### src/rtl/uart_i2c_cmd_decoder_if.sv
// Command-decoder bus: UART byte stream in, I2C command handshake and error pulses out.
interface uart_i2c_cmd_decoder_if;
  logic [7:0]  rx_data;
  logic        rx_valid;
  logic        cmd_ready;
  logic        cmd_valid;
  logic [7:0]  cmd_mode;
  logic [7:0]  cmd_address;
  logic [15:0] cmd_wdata;
  logic        busy;
  logic        err_mode;
  logic        err_timeout;
  logic        err_overrun;

  modport master (
    input  rx_data, rx_valid, cmd_ready,
    output cmd_valid, cmd_mode, cmd_address, cmd_wdata, busy,
    output err_mode, err_timeout, err_overrun
  );

  modport slave (
    output rx_data, rx_valid, cmd_ready,
    input  cmd_valid, cmd_mode, cmd_address, cmd_wdata, busy,
    input  err_mode, err_timeout, err_overrun
  );
endinterface

### src/rtl/uart_i2c_cmd_decoder.sv
// Assembles mode/address/data UART frames into I2C commands; cmd_valid rises 1 cycle after last byte.
// Holds command until cmd_ready; rx cannot stall, so bytes arriving while stalled are dropped and flagged.
module uart_i2c_cmd_decoder #(
  parameter int TIMEOUT_CYCLES = 500000
) (
  input logic                  clk,
  input logic                  reset,
  uart_i2c_cmd_decoder_if.master bus
);
  localparam int CW = $clog2(TIMEOUT_CYCLES + 1);

  typedef enum logic [2:0] {IDLE, GET_ADDR, GET_HI, GET_LO, ISSUE} state_t;

  state_t        state, state_n;
  logic [7:0]    mode_q, mode_n;
  logic [7:0]    addr_q, addr_n;
  logic [15:0]   wdata_q, wdata_n;
  logic [CW-1:0] cnt_q, cnt_n;
  logic          em_q, em_n, et_q, et_n, eo_q, eo_n;
  logic          take_mode;
  logic          mode_legal;

  assign mode_legal = (bus.rx_data == 8'h01) || (bus.rx_data == 8'h02) ||
                      (bus.rx_data == 8'h04) || (bus.rx_data == 8'h08);

  // A byte arriving on the handshake cycle starts the next frame instead of overrunning.
  assign take_mode = bus.rx_valid && ((state == IDLE) || (state == ISSUE && bus.cmd_ready));

  always_comb begin
    state_n = state;
    mode_n  = mode_q;
    addr_n  = addr_q;
    wdata_n = wdata_q;
    cnt_n   = cnt_q;
    em_n    = 1'b0;
    et_n    = 1'b0;
    eo_n    = 1'b0;

    case (state)
      IDLE: cnt_n = '0;
      GET_ADDR, GET_HI, GET_LO: begin
        if (bus.rx_valid) begin
          cnt_n = '0;
          if (state == GET_ADDR) begin
            addr_n = bus.rx_data;
            if (mode_q[0] || mode_q[1]) state_n = ISSUE;
            else if (mode_q[2])         state_n = GET_LO;
            else                        state_n = GET_HI;
          end else if (state == GET_HI) begin
            wdata_n[15:8] = bus.rx_data;
            state_n       = GET_LO;
          end else begin
            wdata_n[7:0] = bus.rx_data;
            if (mode_q[2]) wdata_n[15:8] = 8'h00;
            state_n = ISSUE;
          end
        end else if (cnt_q == CW'(TIMEOUT_CYCLES)) begin
          et_n    = 1'b1;
          cnt_n   = '0;
          state_n = IDLE;
        end else begin
          cnt_n = cnt_q + CW'(1);
        end
      end
      ISSUE: begin
        cnt_n = '0;
        if (bus.cmd_ready)     state_n = IDLE;
        else if (bus.rx_valid) eo_n    = 1'b1;
      end
      default: state_n = IDLE;
    endcase

    if (take_mode) begin
      if (mode_legal) begin
        mode_n  = bus.rx_data;
        wdata_n = 16'h0000;
        state_n = GET_ADDR;
      end else begin
        em_n = 1'b1;
      end
    end
  end

  always_ff @(posedge clk) begin
    if (reset) begin
      state   <= IDLE;
      mode_q  <= '0;
      addr_q  <= '0;
      wdata_q <= '0;
      cnt_q   <= '0;
      em_q    <= 1'b0;
      et_q    <= 1'b0;
      eo_q    <= 1'b0;
    end else begin
      state   <= state_n;
      mode_q  <= mode_n;
      addr_q  <= addr_n;
      wdata_q <= wdata_n;
      cnt_q   <= cnt_n;
      em_q    <= em_n;
      et_q    <= et_n;
      eo_q    <= eo_n;
    end
  end

  assign bus.cmd_valid   = (state == ISSUE);
  assign bus.busy        = (state != IDLE);
  assign bus.cmd_mode    = mode_q;
  assign bus.cmd_address = addr_q;
  assign bus.cmd_wdata   = wdata_q;
  assign bus.err_mode    = em_q;
  assign bus.err_timeout = et_q;
  assign bus.err_overrun = eo_q;
endmodule

### src/flat_wrapper.sv
// flat-port wrapper written by rule: the top's interface ports become plain ports
module uart_i2c_cmd_decoder_flat 
#(
  parameter int TIMEOUT_CYCLES = 500000
)
  (clk, reset, bus_rx_data, bus_rx_valid, bus_cmd_ready, bus_cmd_valid, bus_cmd_mode, bus_cmd_address, bus_cmd_wdata, bus_busy, bus_err_mode, bus_err_timeout, bus_err_overrun);
  uart_i2c_cmd_decoder_if bus_i ();
  input logic clk;
  input logic reset;
  input wire logic [$bits(bus_i.rx_data)-1:0] bus_rx_data;
  input wire logic [$bits(bus_i.rx_valid)-1:0] bus_rx_valid;
  input wire logic [$bits(bus_i.cmd_ready)-1:0] bus_cmd_ready;
  output wire logic [$bits(bus_i.cmd_valid)-1:0] bus_cmd_valid;
  output wire logic [$bits(bus_i.cmd_mode)-1:0] bus_cmd_mode;
  output wire logic [$bits(bus_i.cmd_address)-1:0] bus_cmd_address;
  output wire logic [$bits(bus_i.cmd_wdata)-1:0] bus_cmd_wdata;
  output wire logic [$bits(bus_i.busy)-1:0] bus_busy;
  output wire logic [$bits(bus_i.err_mode)-1:0] bus_err_mode;
  output wire logic [$bits(bus_i.err_timeout)-1:0] bus_err_timeout;
  output wire logic [$bits(bus_i.err_overrun)-1:0] bus_err_overrun;
  assign bus_i.rx_data = bus_rx_data;
  assign bus_i.rx_valid = bus_rx_valid;
  assign bus_i.cmd_ready = bus_cmd_ready;
  assign bus_cmd_valid = bus_i.cmd_valid;
  assign bus_cmd_mode = bus_i.cmd_mode;
  assign bus_cmd_address = bus_i.cmd_address;
  assign bus_cmd_wdata = bus_i.cmd_wdata;
  assign bus_busy = bus_i.busy;
  assign bus_err_mode = bus_i.err_mode;
  assign bus_err_timeout = bus_i.err_timeout;
  assign bus_err_overrun = bus_i.err_overrun;
  uart_i2c_cmd_decoder #(.TIMEOUT_CYCLES(TIMEOUT_CYCLES)) u_core (.clk(clk), .reset(reset), .bus(bus_i));
endmodule
### config.mk
export PLATFORM = sky130hd
export DESIGN_NAME = uart_i2c_cmd_decoder_flat
export DESIGN_NICKNAME = d
export VERILOG_FILES = /design/src/rtl/uart_i2c_cmd_decoder_if.sv /design/src/rtl/uart_i2c_cmd_decoder.sv /design/src/flat_wrapper.sv
export SDC_FILE = /design/constraint.sdc
export NUM_CORES = 1
export LEC_CHECK = 0
export ABC_AREA = 1
export ABC_CLOCK_PERIOD_IN_PS = 2200
export BUFFER_PORTS_ARGS = -buffer_cell sky130_fd_sc_hd__buf_2
export CELL_PAD_IN_SITES_DETAIL_PLACEMENT = 1
export CELL_PAD_IN_SITES_GLOBAL_PLACEMENT = 1
export CORE_MARGIN = 4
export CORE_UTILIZATION = 43
export CTS_CLUSTER_DIAMETER = 200
export CTS_CLUSTER_SIZE = 20
export DETAILED_ROUTE_END_ITERATION = 10
export PLACE_DENSITY_LB_ADDON = 0.1
export SLEW_MARGIN = 20
export SYNTH_ARGS = -nofsm -noshare
export SYNTH_HDL_FRONTEND = slang
export SYNTH_SLANG_ARGS = --single-unit
### constraint.sdc
create_clock -name clk -period 2.2 [get_ports clk]
set_input_delay 0.66 -clock clk [delete_from_list [all_inputs] [get_ports clk]]
set_output_delay 0.66 -clock clk [all_outputs]
set_load 0.005 [all_outputs]
# Yosys cells after proc, flatten, opt, wreduce, memory -nomap -nowiden
# Cells that the tools add are included.
word_totals:
  in_bits: 12
  ff_bits: 57
  out_inout_bits: 37
  elab_cells: 62
op_classes:
  mux: 24
  n_eq_ne: 9
  n_reduce_logical: 17
  addsub: 1
  bitwise: 3
ops:
  columns: ["op", "n"]
  rows:
  - ["$mux W16", 5]
  - ["$mux W19", 2]
  - ["$pmux W19 S2", 1]
  - ["$mux W3", 8]
  - ["$mux W8", 3]
  - ["$add A19 B1 Y19 const B", 1]
  - ["$eq A19 B19 Y1 const B", 1]
  - ["$pmux W3 S3", 1]
  - ["$reduce_or A3 Y1", 3]
  - ["$eq A8 B1 Y1 const B", 1]
  - ["$eq A8 B2 Y1 const B", 1]
  - ["$eq A8 B3 Y1 const B", 1]
  - ["$eq A8 B4 Y1 const B", 1]
  - ["$eq A3 B2 Y1 const B", 2]
  - ["$logic_or A1 B1 Y1", 5]
  - ["$mux W1", 4]
  - ["$reduce_or A2 Y1", 2]
  - ["$eq A3 B1 Y1 const B", 1]
  - ["$eq A3 B3 Y1 const B", 1]
  - ["$logic_not A3 Y1", 1]
  - ["$not A1 Y1", 3]
  - ["$reduce_and A3 Y1", 1]
  - ["$reduce_bool A3 Y1", 1]
  - ["$logic_and A1 B1 Y1", 2]
  - ["other kinds (2)", 2]

# Logic depth before layout (Yosys ltp)
# Gate-level depths: netlist (run 1).
depth:
  ltp_word: 7
  mapped_depth: 10
  depth_no_buf: 10

# Worst setup path after synthesis (run 1)
# No wires, ideal clock.
synth_timing:
  kind: "input-to-reg"
  start: "input port bus_rx_data[0]"
  end: "register u_core.mode_q[1], in the netlist u_core.bus.cmd_mode[1]"
  required_ns: 2.081
  cell_stages: 6
  setup_slack_ns: 0.467
  n_path_buf: 1
  t_arrival_ns: 1.614
  setup_ns: 0.119
  path_cell_list: "or2_2 > a21oi_1 > nand3_2 > buf_2 > o21ai_0 > a21oi_1"
synth_between:
  elab_chain_cells: 5
  word_cells_on_any_way: 8
  cone_classes: "4 x eq/ne; 4 x reduce/logical"
synth_rtl:
  columns: ["item", "line", "rtl"]
  rows:
  - ["start, declared", "flat_wrapper.sv:10", "input wire logic [$bits(bus_i.rx_data)-1:0] bus_rx_data;"]
  - ["$eq A8 B1 Y1 / $eq A8 B2 Y1 (equally long branches)", "uart_i2c_cmd_decoder.sv:23", "assign mode_legal = (bus.rx_data == 8'h01) || (bus.rx_data == 8'h02) ||"]
  - ["$logic_or A1 B1 Y1 (2 in a row)", "uart_i2c_cmd_decoder.sv:23", null]
  - ["$logic_or A1 B1 Y1 (*)", "uart_i2c_cmd_decoder.sv:24", "(bus.rx_data == 8'h04) || (bus.rx_data == 8'h08);"]
  - ["$reduce_and A2 Y1 (no source line) (*)", null, null]
  - ["end signal, assigned", "uart_i2c_cmd_decoder.sv:96", "mode_q <= mode_n;"]
  - ["end, declared", "uart_i2c_cmd_decoder.sv:15", "logic [7:0] mode_q, mode_n;"]
# Mark *: on every way between the ends. The rest lies on a longest branch, timed or not.
# A chain may end at the register's enable or synchronous reset.

# Worst setup path after layout (run 1)
layout_timing:
  start: "register u_core.cnt_q[0]"
  end: "register u_core.cnt_q[15]"
layout_between:
  elab_chain_cells: 4
  word_cells_on_any_way: 5
  cone_classes: "1 x add/sub; 1 x eq/ne; 3 x mux"
layout_rtl:
  columns: ["item", "line", "rtl"]
  rows:
  - ["start, declared", "uart_i2c_cmd_decoder.sv:18", "logic [CW-1:0] cnt_q, cnt_n;"]
  - ["start signal, assigned", "uart_i2c_cmd_decoder.sv:99", "cnt_q <= cnt_n;"]
  - ["$add A19 B1 Y19 / $eq A19 B19 Y1 (equally long branches)", "uart_i2c_cmd_decoder.sv:62, uart_i2c_cmd_decoder.sv:57", null]
  - ["$mux W19 (*)", "uart_i2c_cmd_decoder.sv:57", "end else if (cnt_q == CW'(TIMEOUT_CYCLES)) begin"]
  - ["$mux W19 (*)", "uart_i2c_cmd_decoder.sv:42", "if (bus.rx_valid) begin"]
  - ["$pmux W19 S2 (*)", "uart_i2c_cmd_decoder.sv:39", "case (state)"]
# Marked as above.

==> results.md, run 1 <==
- Overall Global Routing Usage: 23.6%
- Number of instances resized during post-cts repair: 0
- Number of DRC violations after detailed routing: 0
- Cell Area, Synth: 2770 µm²
- Clock buffer depth: 2
- Vias: 2803
- Reported max-cap violation count: 0
- Final routed wire length divided by cell count: 16.0 µm
- EDFF count, synth: 0
- Number of unique standard cell types used by synthesis: 34
- Time the worst path needs with I/O delays and setup: 1.89 ns
- Clk Tree Root Cell: clkbuf_8
- Length of the first detailed-routing pass in iterations: 4
- DRC marker count from the first detailed-route iteration: 112
- Final worst-path setup slack: 0.313 ns
- Vias per std cell: 5.35
- HPWL after DPL: 6230 µm
- Worst slew slack as a fraction of its limit: 65.7%
- Endpoint type of the worst setup path: flop
- Width of the chip: 88.2 µm
- Remaining antenna violation count: 0
- I/O Buffers: 48
- Part of the cycle the worst path needs: 85.8%
- Synthesized flop and latch total: 57
- First-pass GRT wire length: 14200 µm
- Post-CTS Setup Bufs: 0
- Number of warnings reported in the yosys synthesis log: 0
- Critical path arrival: 2.16 ns
- Post-synth top flop: dfxtp_1
- Worst-case setup slack after placement: 0.0826 ns
- Crit path launch type: flop
- # IOs: 49
- Layout cells sized above 1: 21.8%
- Mean Syn Cell Area: 7.13 µm²
- Post-Route Setup TNS: 0 ns
- TritonCTS clock tree: yes
- Synthesis-to-finish area growth: 20.0%
- Die Area: 7780 µm²
- Number of antenna violations at the first check in global routing: 0
- Die extent in y: 88.2 µm
- Core area: 6100 µm²
- Net count after synthesis: 402
- Via count of the first global-routing pass: 2978
- Placed inst area: 3110 µm²
- Largest clock skew in the final design: 0.00817 ns
- Result of the run: complete, no violations
- Async set-reset flop share out of synthesis: 0%
- Effective utilization at floorplan: 45.4%
- RSZ-0062 raised after global routing: no
- Overall power consumption: 2.17 mW
- Final estimated routing congestion in global placement: 0.839
- Share of synthesized area occupied by flip-flops and latches: 41.2%
- Total number of H-tree levels: 3
- Clock insertion delay at the later pin of the skew report: 0.34 ns
- Post-CTS Hold Buffers: 0
- CP Data Required Time: 2.48 ns
- Total of fill cells in the finished design: 825
- Antenna Diode Count: 0
- Lkg Pwr: 1.39 nW
- GRT Residual Overflow: 0
- Count of pins over their slew limit: 0
- Syn Inst Count: 388
- Maximum clock rate: 0.530 GHz
- IR drop worst, VDD: 0.432 mV
- Path type of the worst min-delay path: reg -> reg
- Category of the critical setup timing path: reg -> reg
- Largest fanout on the critical path: 6
- Worst Tran Pin Value: 0.511 ns
- Net count, final: 459
- Setup Viol. Count Final: 0
- Pin count of the biggest net entering global routing: 29
- Clock edge transition at the registers on the reported setup and hold paths: 0.07 ns
- Clock Sinks: 57
- Final std cell area, no fill: 3320 µm²
- Total power density per cell area: 655 nW/µm²
- Routed WL: 8400 µm
- Count of standard-cell rows: 28
- Number of clock buffers inserted by TritonCTS: 9
- Fin. Hold Viols: 0
[worst max-delay path, stage by stage, from the launching register on]
cell	delay [ns]
dfxtp_1	0.39
inv_1	0.11
ha_1	0.25
nand2_1	0.09
nand3b_1	0.12
nor2_1	0.06
a21oi_2	0.34
buf_4	0.23
o21ai_0	0.10
a21oi_1	0.12
[registers in the layout, indices dropped and copies added (netlist names)]
register and cells:
u_core.cnt_q 19, u_core.bus.cmd_wdata 16, u_core.bus.cmd_address 8, u_core.bus.cmd_mode 8, u_core.state 3, u_core.bus.err_mode 1
u_core.bus.err_overrun 1, u_core.bus.err_timeout 1
[kinds of logic after synthesis]
kind of cell	after synthesis	share of synthesized area, %
XOR/XNOR	6	1.90
flip-flops	57	41.2
multiplexers	7	2.53
adder cells (fa/ha/maj)	2	0.904
AO/OA/AOI/OAI	64	13.4
AND/OR/NAND/NOR	210	33.6
buffers and inverters	42	6.42
[cell usage after synthesis (2+ instances only)]
cell type,instances,area share (%)
or2_2,3,0.68
clkbuf_1,5,0.68
nand2_1,96,13
mux2i_1,7,2.5
nand4_1,2,0.45
o21ai_0,14,2.5
buf_2,2,0.36
a21oi_2,7,2.2
nand3_1,25,4.5
nand3_2,4,1.4
nor3_1,5,0.90
nor2_2,3,0.68
nand3b_1,4,1.1
ha_1,2,0.90
xor2_1,5,1.6
a22oi_1,7,1.9
nor2_1,60,8.1
dfxtp_1,57,41
inv_1,29,3.9
buf_4,2,0.54
nand2_2,4,0.90
a21oi_1,32,5.8
inv_2,2,0.27
[power by group]
part           internal [mW]  leakage, nW  switching (mW)
combinational         0.0216        0.822          0.0514
sequential              1.03        0.459         0.00128
clock                  0.639        0.112           0.427
[through the flow]
stage / hold WS (ns) / utilization, % / cells
final: 0.430 / 54.5 / 524
after global routing: 0.459 / 54.5 / 524
after CTS: 0.436 / 54.5 / 524
after detailed placement: 0.425 / 51.0 / 509
after global placement: 0.412 / 51.0 / 509
after floorplan: 0.425 / - / 388
[cell usage in the layout (no fill, tap or decap), types with 2 or more instances in the layout]
cell and count:
buf_2 48, nand3b_1 4, nand2_2 4, a21oi_1 32, a21oi_2 7, nand4_1 2, ha_1 2, nor2_1 60
nor3_1 5, dfxtp_1 57, mux2i_1 7, or2_2 3, o21ai_0 14, buf_4 8, inv_2 2, nand3_1 25
nand3_2 4, nor2_2 3, a22oi_1 7, inv_1 29, nand2_1 96, clkbuf_8 13, xor2_1 5
[layout make-up]
cell class | instances | area (µm²) | share of cell area [%]
Multi-Input combinational cell | 289 | 1450 | 43.6
Sequential cell | 57 | 1140 | 34.4
Timing Repair Buffer | 56 | 300 | 9.04
Clock buffer | 13 | 179 | 5.39
Inverter | 32 | 123 | 3.69
Tap cell | 75 | 93.8 | 2.83
Clock inverter | 2 | 35.0 | 1.06
[layer usage]
metal  global-route usage, %  up-vias  wire length (µm)
met5                       0        -                 0
met4                    8.79        0               168
met3                    6.98       16               439
met2                    42.3       63              4360
met1                    26.4     1352              3430
li1                        -     1372                 -
[path summary, 6_finish.rpt]
check / from / to / slack [ns] / cells after the start
setup / recovery: u_core.cnt_q[0] / u_core.cnt_q[15] / 0.31 / 9
hold / removal: u_core.bus.cmd_mode[6] / u_core.bus.cmd_mode[6] / 0.43 / 2
setup reg to reg: u_core.cnt_q[0] / u_core.cnt_q[15] / 0.31 / 9
hold reg to reg: u_core.bus.cmd_mode[6] / u_core.bus.cmd_mode[6] / 0.43 / 2
No activity file was read; power rests on OpenSTA's default activity.
==> run 2: changes to the inputs <==
CELL_PAD_IN_SITES_DETAIL_PLACEMENT = 0   (was 1)
GPL_TIMING_DRIVEN = 0   (was default)
==> results.md, run 2 (synthesis gave the netlist of run 1 again) <==
- Setup Viol. Count Final: 0
- Fin. Hold Viols: 0
- Reported max-cap violation count: 0
- Largest Register: u_core.cnt_q
- Maximum clock rate: 0.533 GHz
- Category of cells accounting for the largest share of critical-path delay: flip-flops
- Internal power consumption: 1.60 mW
- Min-delay src: u_core.bus.cmd_mode[6]
- Length of the first detailed-routing pass in iterations: 4
- Crit path launch: u_core.state[0]
- CP Data Required Time: 1.54 ns
- Placed inst area: 3100 µm²
- Pin count of the biggest net entering global routing: 11
- Worst-case setup slack after placement: 0.136 ns
- Overall Global Routing Usage: 20.7%
- Vias: 2665
- Number of clock buffers inserted by TritonCTS: 9
- Most frequent cells in the layout: nand2_1 (96), nor2_1 (60), dfxtp_1 (57), buf_2 (50), a21oi_1 (32)
- CP cell instances: inv_2 -> nand2_4 -> inv_4 -> nand2_1 -> buf_2
- Worst r2r src: u_core.cnt_q[0]
- Remaining antenna violation count: 0
- Lkg Pwr: 1.37 nW
- Worst Tran Pin Value: 0.569 ns
- Leading cell type in the layout, fill and taps excluded: nand2_1
- Path type of the worst min-delay path: reg -> reg
- Final core area utilization: 54.1%
- Effective utilization at floorplan: 45.4%
- Die extent in y: 88.2 µm
- Count of standard-cell rows: 28
- Crit path launch type: flop
- Final routed wire length divided by cell count: 13.8 µm
- Part of the cycle the worst path needs: 85.3%
- I/O Buffers: 48
- Net switching share of the total power: 23.3%
- Routed WL: 7280 µm
- Count of buffer and inverter cells on the critical path: 3
- Final worst-path setup slack: 0.322 ns
- Net count, final: 461
- TritonCTS clock tree: yes
- Count of pins over their slew limit: 0
- Logic gate share of total power: 3.4%
- Cell with the biggest individual delay on the critical path: dfxtp_1
- HPWL after DPL: 5500 µm
- Layout cells sized above 1: 21.2%
- Flip-flop count of the largest register after layout: 19
- Total power density per cell area: 632 nW/µm²
- IR drop worst, VDD: 0.394 mV
- Post-CTS Setup Bufs: 0
- Number of DRC violations after detailed routing: 0
- Clock network power share: 47.0%
- Worst slew slack as a fraction of its limit: 62.1%
- Reported net switching power: 0.486 mW
- Largest stage delay on the critical path: 0.45 ns
- RSZ-0062 raised after global routing: no
- Vias per std cell: 5.06
- Critical path arrival: 1.22 ns
- Post-CTS Hold Buffers: 0
- DRC marker count from the first detailed-route iteration: 111
- Core area: 6100 µm²
- Number of instances resized during post-cts repair: 0
- Number of antenna violations at the first check in global routing: 0
- Result of the run: complete, no violations
- Post-Route Setup TNS: 0 ns
- Overall power consumption: 2.09 mW
- Category of the critical setup timing path: reg -> out
- Clk Tree Root Cell: clkbuf_8
- Via count of the first global-routing pass: 2598
- Time the worst path needs with I/O delays and setup: 1.88 ns
- Clock edge transition at the registers on the reported setup and hold paths: 0.06 ns
- Clock insertion delay at the later pin of the skew report: 0.34 ns
- Endpoint type of the worst setup path: primary output
- First-pass GRT wire length: 12200 µm
- Clock Sinks: 57
- Clock buffer depth: 2
- Final estimated routing congestion in global placement: 0.829
- Largest clock skew in the final design: 0.00858 ns
- Largest fanout on the critical path: 5
- # IOs: 49
- Total number of H-tree levels: 3
- Final std cell area, no fill: 3300 µm²
- Width of the chip: 88.2 µm
- Synthesis-to-finish area growth: 19.1%
- Antenna Diode Count: 0
- Sequential power share: 49.6%
- Die Area: 7780 µm²
- GRT Residual Overflow: 0
[run 2: routing by layer]
metal / track usage (%) / wire (µm)
met4: 7.97 / 107
met3: 6.05 / 481
met5: 0 / 0
met1: 24.9 / 3150
met2: 34.7 / 3540
[run 2: tightest hold or removal path: stages (launching register included)]
cell and delay (ns):
dfxtp_1 0.31, inv_1 0.05, nor2_1 0.03
[run 2: final cells by class]
class,count,area [µm²]
Sequential cell,57,1140
Multi-Input combinational cell,289,1450
Timing Repair Buffer,48,240
Clock buffer,10,138
Clock inverter,6,57.6
Inverter,32,123
Fill cell,630,2800
Buffer,10,55.1
Tap cell,75,93.8
[run 2: worst paths after layout]
check	cells after the start	to	slack, ns
hold reg to reg	2	u_core.bus.cmd_mode[6]	0.43
setup reg to reg	8	u_core.cnt_q[18]	0.44
hold / removal	2	u_core.bus.cmd_mode[6]	0.43
setup / recovery	5	bus_busy	0.32
[run 2: metrics by stage]
step	hold WS, ns	instances
after floorplan	0.425	388
after global placement	0.413	511
after detailed placement	0.418	511
after CTS	0.430	527
after global routing	0.462	527
final	0.426	527
[run 2: power groups by stage]
stage	sequential (mW)	clock (mW)	combinational [mW]
after floorplan	1.06	0	0.0341
after global placement	1.06	0	0.0714
after detailed placement	1.06	0	0.0717
after CTS	1.03	1.01	0.0719
after global routing	1.03	1.06	0.0791
final	1.04	0.979	0.0710
==> run 3: changes to the inputs <==
CORE_UTILIZATION = 29   (was 43)
==> results.md, run 3 (synthesis gave the netlist of run 1 again) <==
- TritonCTS clock tree: yes
- CP Data Required Time: 1.54 ns
- Vias: 2640
- Logic gate share of total power: 3.1%
- Total routed wire length on the met1 layer: 3720 µm
- Category of the critical setup timing path: reg -> out
- Flip-flop count of the largest register after layout: 19
- Leading cell type in the layout, fill and taps excluded: nand2_1
- RSZ-0062 raised after global routing: no
- Number of antenna violations at the first check in global routing: 0
- Die Area: 11200 µm²
- Clock buffer depth: 2
- Number of clock buffers inserted by TritonCTS: 9
- Largest fanout on the critical path: 5
- Number of instances resized during post-cts repair: 0
- Path type of the worst min-delay path: reg -> reg
- Length of the first detailed-routing pass in iterations: 4
- IR drop worst, VDD: 0.350 mV
- Sequential power share: 44.1%
- Endpoint type of the worst setup path: primary output
- Via count of the first global-routing pass: 2678
- Count of pins over their slew limit: 0
- Number of DRC violations after detailed routing: 0
- Worst slew slack as a fraction of its limit: 56.2%
- Setup Viol. Count Final: 0
- Pin count of the biggest net entering global routing: 11
- Crit path launch type: flop
- Most frequent cells in the layout: nand2_1 (96), nor2_1 (60), dfxtp_1 (57), buf_2 (50), a21oi_1 (32)
- Hold Slack: 0.427 ns
- Part of the cycle the worst path needs: 85.9%
- Vias per std cell: 4.55
- GRT Residual Overflow: 0
- Net switching share of the total power: 22.0%
- # IOs: 49
- Total power density per cell area: 688 nW/µm²
- Fin. Hold Viols: 0
- Overall Global Routing Usage: 15.2%
- Result of the run: complete, no violations
- Effective utilization at floorplan: 29.8%
- Worst Tran Pin Value: 0.657 ns
- Final worst-path setup slack: 0.311 ns
- Final routed wire length divided by cell count: 13.9 µm
- Remaining antenna violation count: 0
- Die extent in y: 106 µm
- HPWL after DPL: 6020 µm
- Maximum clock rate: 0.529 GHz
- Count of standard-cell rows: 35
- Antenna Diode Count: 0
- Clock network power share: 52.8%
- Uppermost signal routing layer after detailed routing: met4
- First-pass GRT wire length: 13400 µm
- Largest clock skew in the final design: 0.00985 ns
- Post-CTS Hold Buffers: 0
- Time the worst path needs with I/O delays and setup: 1.89 ns
- Internal power consumption: 1.83 mW
- Final estimated routing congestion in global placement: 0.777
- Synthesis-to-finish area growth: 23.2%
- Total length of routed met2 wires: 3980 µm
- Post-Route Setup TNS: 0 ns
- Post-CTS Setup Bufs: 0
- Width of the chip: 106 µm
- DRC marker count from the first detailed-route iteration: 65
- Net count, final: 461
- Clock insertion delay at the later pin of the skew report: 0.34 ns
- Layout cells sized above 1: 21.1%
- Clk Tree Root Cell: clkbuf_8
- Worst-case setup slack after placement: 0.131 ns
- Clock edge transition at the registers on the reported setup and hold paths: 0.07 ns
- Core area: 9280 µm²
- Critical path arrival: 1.23 ns
- Reported max-cap violation count: 0
- Largest Register: u_core.cnt_q
- Routed WL: 8070 µm
- Sum of met3 wire segment lengths after detailed routing: 280 µm
- Lkg Pwr: 1.39 nW
- I/O Buffers: 48
- Total number of H-tree levels: 3
- Clock Sinks: 57
- Reported net switching power: 0.516 mW
==> run 3: cell count changes in the layout (fill, tap and decap cells not counted) <==
cell        before  now
clkinvlp_4       1    0
bufinv_16        1    3
clkinv_2         4    1
clkinv_4         0    1
==> run 3: critical path, stage by stage, from the launching register on <==
cell	delay [ns]
dfxtp_1	0.46
inv_2	0.11
nand2_4	0.11
inv_4	0.06
nand2_1	0.05
buf_2	0.11
==> run 3: cell type report <==
type | instances | area, µm²
Clock buffer | 10 | 138
Timing Repair Buffer | 48 | 240
Tap cell | 129 | 161
Clock inverter | 5 | 104
Sequential cell | 57 | 1140
Buffer | 10 | 55.1
Multi-Input combinational cell | 289 | 1450
Fill cell | 1059 | 5870
Inverter | 32 | 123
==> run 3: path summary, 6_finish.rpt <==
check / startpoint / end / slack [ns] / cells after the start
worst min register to register: u_core.bus.cmd_mode[6] / u_core.bus.cmd_mode[6] / 0.43 / 2
worst max register to register: u_core.cnt_q[0] / u_core.cnt_q[18] / 0.35 / 8
worst max-delay path: u_core.state[0] / bus_busy / 0.31 / 5
worst min-delay path: u_core.bus.cmd_mode[6] / u_core.bus.cmd_mode[6] / 0.43 / 2
==> run 3: per-layer routing <==
metal,vias up,track usage (%)
met5,-,0
met1,1218,18.3
met3,8,3.86
met4,0,4.44
met2,37,26.5
li1,1377,-
==> run 3: power groups by stage <==
stage / logic [mW] / registers (mW) / clock network, mW
after floorplan: 0.0341 / 1.06 / 0
after global placement: 0.0747 / 1.06 / 0
after detailed placement: 0.0750 / 1.06 / 0
after CTS: 0.0753 / 1.03 / 1.27
after global routing: 0.0816 / 1.03 / 1.32
final: 0.0724 / 1.03 / 1.24
==> run 3: metrics by stage <==
step | std cells | total power [mW] | cell area (µm²) | utilization [%]
global placement | 565 | 1.13 | 3170 | 34.1
finish | 580 | 2.35 | 3410 | 36.7
floorplan | 388 | 1.09 | 2770 | -
global route | 580 | 2.44 | 3410 | 36.7
detailed placement | 565 | 1.13 | 3170 | 34.1
CTS | 580 | 2.38 | 3410 | 36.7
